[src/rtl/game_pkg.sv]
// Shared game-flow definitions.
//  game_state_t : 3-bit state encoding used by the flow FSM, the renderer and
//                 the scroll engine.
//  max_u        : helper for sizing counters from two tick parameters.
package game_pkg;

    typedef enum logic [2:0] {
        ST_START     = 3'b000,
        ST_COUNTDOWN = 3'b001,
        ST_PLAYING   = 3'b010,
        ST_PAUSED    = 3'b011,
        ST_RESPAWN   = 3'b100,
        ST_GAME_OVER = 3'b101
    } game_state_t;

    function automatic int unsigned max_u(input int unsigned a, input int unsigned b);
        return (a > b) ? a : b;
    endfunction

endpackage

[src/rtl/game_flow_ctrl_edge_pulse.sv]
// edge_pulse: one-bit rising-edge detector with a cleared history on reset.
// Ports:
//  clk      in  1  system clock
//  reset    in  1  synchronous, active-high reset
//  level    in  1  synchronised input level
//  pulse_c  out 1  combinational: high for the cycle where level is 1 and was 0
module edge_pulse (
    input  logic clk,
    input  logic reset,
    input  logic level,
    output logic pulse_c
);

    logic level_prev;

    // History of the input from the previous cycle.
    always_ff @(posedge clk) begin
        if (reset) begin
            level_prev <= 1'b0;
        end else begin
            level_prev <= level;
        end
    end

    assign pulse_c = level & ~level_prev;

endmodule

[src/rtl/game_flow_ctrl.sv]
// game_flow_ctrl: top-level game flow FSM (start, countdown, play, pause,
// respawn, game over) with a lives counter and tick-timed phases.
// Optional feature: define GAME_FLOW_PAUSE_EN to make PAUSED reachable;
// otherwise the pause input is unused and encoding 011 is treated as illegal.
// Ports:
//  clk         in   1       system clock
//  reset       in   1       synchronous, active-high reset
//  start       in   1       start button level
//  pause       in   1       pause button level
//  hit         in   1       collision flag (level or pulse)
//  tick        in   1       one-cycle frame strobe
//  game_state  out  3       current state, decoded from the state register
//  play_en     out  1       high iff state is PLAYING (decoded)
//  lives_left  out  LIFE_W  remaining lives (registered)
//  timer       out  TMR_W   remaining ticks in COUNTDOWN/RESPAWN, else 0 (registered)
//  new_game    out  1       one-cycle strobe after START->COUNTDOWN (registered)
module game_flow_ctrl
    import game_pkg::*;
#(
    parameter  int unsigned LIVES           = 3,
    parameter  int unsigned COUNTDOWN_TICKS = 180,
    parameter  int unsigned RESPAWN_TICKS   = 120,
    localparam int unsigned LIFE_W          = $clog2(LIVES + 1),
    localparam int unsigned TMR_W           = $clog2(max_u(COUNTDOWN_TICKS, RESPAWN_TICKS) + 1)
) (
    input  logic              clk,
    input  logic              reset,
    input  logic              start,
    input  logic              pause,
    input  logic              hit,
    input  logic              tick,
    output logic [2:0]        game_state,
    output logic              play_en,
    output logic [LIFE_W-1:0] lives_left,
    output logic [TMR_W-1:0]  timer,
    output logic              new_game
);

    game_state_t       state_q, state_d;
    logic [LIFE_W-1:0] lives_q, lives_d;
    logic [TMR_W-1:0]  timer_q, timer_d;
    logic              new_game_q, new_game_d;
    logic              start_p;
    logic              pause_p;

    edge_pulse u_start_edge (
        .clk     (clk),
        .reset   (reset),
        .level   (start),
        .pulse_c (start_p)
    );

    edge_pulse u_pause_edge (
        .clk     (clk),
        .reset   (reset),
        .level   (pause),
        .pulse_c (pause_p)
    );

`ifndef GAME_FLOW_PAUSE_EN
    // Pause edge has no consumer when the feature is compiled out.
    logic unused_pause_p;
    assign unused_pause_p = pause_p;
`endif

    // State, lives, timer and strobe registers.
    always_ff @(posedge clk) begin
        if (reset) begin
            state_q    <= ST_START;
            lives_q    <= LIFE_W'(LIVES);
            timer_q    <= '0;
            new_game_q <= 1'b0;
        end else begin
            state_q    <= state_d;
            lives_q    <= lives_d;
            timer_q    <= timer_d;
            new_game_q <= new_game_d;
        end
    end

    // Next-state, lives and timer logic.
    always_comb begin
        state_d    = state_q;
        lives_d    = lives_q;
        timer_d    = timer_q;
        new_game_d = 1'b0;

        case (state_q)
            ST_START: begin
                if (start_p) begin
                    state_d    = ST_COUNTDOWN;
                    lives_d    = LIFE_W'(LIVES);
                    timer_d    = TMR_W'(COUNTDOWN_TICKS);
                    new_game_d = 1'b1;
                end
            end

            // COUNTDOWN and RESPAWN share the tick timer; <=1 also covers a
            // zero timer so the count can never wrap.
            ST_COUNTDOWN, ST_RESPAWN: begin
                if (tick) begin
                    if (timer_q <= TMR_W'(1)) begin
                        state_d = ST_PLAYING;
                        timer_d = '0;
                    end else begin
                        timer_d = timer_q - TMR_W'(1);
                    end
                end
            end

            ST_PLAYING: begin
                // Hit takes priority over a simultaneous pause edge.
                if (hit) begin
                    if (lives_q > LIFE_W'(1)) begin
                        state_d = ST_RESPAWN;
                        lives_d = lives_q - LIFE_W'(1);
                        timer_d = TMR_W'(RESPAWN_TICKS);
                    end else begin
                        state_d = ST_GAME_OVER;
                        lives_d = '0;
                        timer_d = '0;
                    end
                end
`ifdef GAME_FLOW_PAUSE_EN
                else if (pause_p) begin
                    state_d = ST_PAUSED;
                end
`endif
            end

`ifdef GAME_FLOW_PAUSE_EN
            ST_PAUSED: begin
                if (pause_p) begin
                    state_d = ST_PLAYING;
                end
            end
`endif

            ST_GAME_OVER: begin
                if (start_p) begin
                    state_d = ST_START;
                end
            end

            // Unused encodings recover to START.
            default: begin
                state_d = ST_START;
                timer_d = '0;
            end
        endcase
    end

    assign game_state = state_q;
    assign play_en    = (state_q == ST_PLAYING);
    assign lives_left = lives_q;
    assign timer      = timer_q;
    assign new_game   = new_game_q;

endmodule

[config.mk]
export PLATFORM = sky130hd
export DESIGN_NAME = game_flow_ctrl
export DESIGN_NICKNAME = d
export VERILOG_FILES = /design/src/rtl/game_pkg.sv /design/src/rtl/game_flow_ctrl_edge_pulse.sv /design/src/rtl/game_flow_ctrl.sv
export SDC_FILE = /design/constraint.sdc
export NUM_CORES = 1
export LEC_CHECK = 0
export ABC_CLOCK_PERIOD_IN_PS = 2900
export CORE_MARGIN = 2
export CORE_UTILIZATION = 50
export CTS_BUF_LIST = sky130_fd_sc_hd__clkbuf_8
export DETAILED_ROUTE_END_ITERATION = 8
export PLACE_DENSITY = 0.81
export SLEW_MARGIN = 25
export SYNTH_ARGS = -nofsm -noshare
export SYNTH_HDL_FRONTEND = slang
export SYNTH_SLANG_ARGS = --single-unit
export TNS_END_PERCENT = 30
[constraint.sdc]
create_clock -name clk -period 2.9 [get_ports clk]
set_clock_uncertainty 0.05 [all_clocks]
set_input_delay 0.87 -clock clk [delete_from_list [all_inputs] [get_ports clk]]
set_output_delay 0.87 -clock clk [all_outputs]
set_load 0.005 [all_outputs]
==> run_results.csv <==
group,metric,value,unit
yosys,synthCells,100,
yosys,synthArstFlopShare,0,
finish,final_cell_mix,"clkdlybuf4s50_1 (19), dfxtp_1 (15), nand2_1 (9)",
yosys,ys_seq_elements,15,
floorplanning,initial_utilization,0.549,
yosys,ys_top_cells_by_area,"dfxtp_1 (36%), o21ai_0 (4.7%), a21oi_1 (4.1%), nand2_1 (4.0%), ha_1 (3.0%)",
global_routing,gr-total-overflow,0,
floorplanning,rows,14,
finish,n_antenna_cell,0,
cts,cts_resized,0,
placed_design,dp_hpwl,1480,µm
sta,worst_pin_slew,0.473,ns
sta,hold-worst-slack,0.443,ns
power_and_ir_drop,worst_ir_drop_vdd,0.589,mV
status,status,"complete, no violations",
finish,layout.cells.most_common,"clkdlybuf4s50_1",
sta,max_slew_margin,0.684,
global_routing,grt_first_pass_wirelength,3450,µm
cts,insertion_delay,0.26,ns
critical_path,endpoint_kind,"register",
flow_run,maxCapViolations,0,
global_routing,grt_use_total,0.234,
placed_design,io_buffers,19,
route,drc,0,
yosys,synth_edf_count,0,
placed_design,routabilityCongestion,0.847,
placed_design,place_ws,0.0597,ns
route,avgRoutedWirePerCell,14.7,µm
route,viasPerCell,6.07,
cts,cts.clk_slew.worst_paths,0.06,ns
power_and_ir_drop,p_per_area,937,mW/mm²
sta,fmax,382,MHz
yosys,synth_area_per_cell,8.46,µm²
cts,cts_buffer_depth,2,
floorplanning,die_w,45.1,µm
floorplanning,die_h,45.1,µm
critical_path,cp.required,3.05,ns
global_routing,antenna_found_initial,0,
finish,synthToLayoutAreaGrowth,32.2,%
finish,nets,133,
cts,cts_buffers,3,
critical_path,crit_arrival,2.76,ns
floorplanning,core_area,0.00154,mm²
route,wirelength,2060,µm
yosys,synth_ff_type,"dfxtp_1",
route,vias,850,
cts,cts_hold_buffers,0,
cts,cts_tree,"built",
cts,cts_setup_buffers,0,
yosys,synth.largest_area_cell,"dfxtp_1",
yosys,ys_types,42,
floorplanning,io_pins,21,
hold_path,hp-class,"register to register",
power_and_ir_drop,p_leak,0.456,nW
cts,cts_root_buffer,"clkbuf_8",
yosys,ys_warn_count,0,
cts,cts_sinks,15,
global_routing,grt_max_degree,12,
cts,cts-htree-levels,1,
yosys,synth_top_area_share,0.355,
sta,rsz0062_at_grt,"false",
sta,setup_ws,0.283,ns
critical_path,crit_path_max_fanout,7,
finish,drive_gt1_frac,0.137,
sta,setup_viol,0,
sta,drv_slew,0,
sta,min_period,2.62,ns
critical_path,critPathKind,"primary input to register",
global_routing,grt_pass1_vias,757,
floorplanning,dieArea,0.00204,mm²
yosys,synth_area,846,µm²
yosys,ys_seq_area_frac,0.355,
sta,setup_tns,0,ns
route,ant_nets,0,
sta,min_period_over_period,0.902,
route,dr.pass1.iters,4,
critical_path,critPathLaunchType,"primary input",
yosys,synth.net_count,108,
route,drtIter0Drc,15,
sta,hold_viol,0,
==> synthesized netlist by cell type (2+ instances only) <==
| cell | n |
|---|---|
| o21ai_0 | 8 |
| a22o_1 | 2 |
| nor2b_1 | 3 |
| o22ai_1 | 3 |
| nor2_1 | 6 |
| nand3_1 | 2 |
| a21o_1 | 2 |
| or2_2 | 3 |
| nand3b_1 | 2 |
| dfxtp_1 | 15 |
| ha_1 | 2 |
| a21oi_1 | 7 |
| o41ai_1 | 2 |
| nor3_1 | 2 |
| nand2_1 | 9 |
| inv_1 | 6 |
==> cell type report <==
class / instances / area (µm²)
Fill cell: 124 / 423
Clock buffer: 3 / 41.3
Tap cell: 16 / 20.0
Clock inverter: 1 / 5.00
Multi-Input combinational cell: 76 / 509
Timing Repair Buffer: 23 / 220
Sequential cell: 15 / 300
Inverter: 6 / 22.5
==> cell families after synthesis <==
logic type,after synthesis,share of synthesized area
adder cells (fa/ha/maj),2,0.0296
multiplexers,2,0.0251
XOR/XNOR,1,0.0104
buffers and inverters,9,0.0429
AND/OR/NAND/NOR,36,0.256
flip-flops,15,0.355
AO/OA/AOI/OAI,35,0.281
==> worst max-delay path, stage by stage <==
cell             delay (ns)
clkdlybuf4s50_1        0.49
nor3b_1                0.27
a221oi_1               0.12
or4b_1                 0.63
o21ai_1                0.22
a22o_1                 0.16
==> report_power, final <==
group | internal (mW) | leakage, nW | total, mW | switching, mW
Sequential | 0.259 | 0.123 | 0.336 | 0.0774
Clock | 0.0954 | 0.0255 | 0.176 | 0.0806
Combinational | 0.272 | 0.308 | 0.536 | 0.264
==> registers in the layout, indices dropped and copies added (netlist names) <==
name / cells
u_start_edge.level_prev: 1
new_game: 1
lives_left: 2
timer: 8
game_state: 3
==> through the flow <==
step	utilization	total power [mW]	area, µm²	instances
global route	0.726	1.12	1120	140
floorplan	-	0.668	846	100
CTS	0.726	1.04	1120	140
global placement	0.696	0.847	1070	136
finish	0.726	1.05	1120	140
detailed placement	0.696	0.859	1070	136
==> path summary, 6_finish.rpt <==
check | start | end | slack [ns] | cells past startpoint
max reg2reg | timer[0] | timer[4] | 0.75 | 7
min | lives_left[0] | lives_left[0] | 0.44 | 2
max | start | timer[4] | 0.28 | 6
min reg2reg | lives_left[0] | lives_left[0] | 0.44 | 2
==> layer usage <==
| layer | GRT usage | share of wire |
|---|---|---|
| met1 | 0.305 | 0.46 |
| met5 | 0 | 0 |
| met2 | 0.374 | 0.47 |
| met3 | 0.0360 | 0.043 |
| met4 | 0.112 | 0.020 |
No activity file was read; power rests on OpenSTA's default activity.
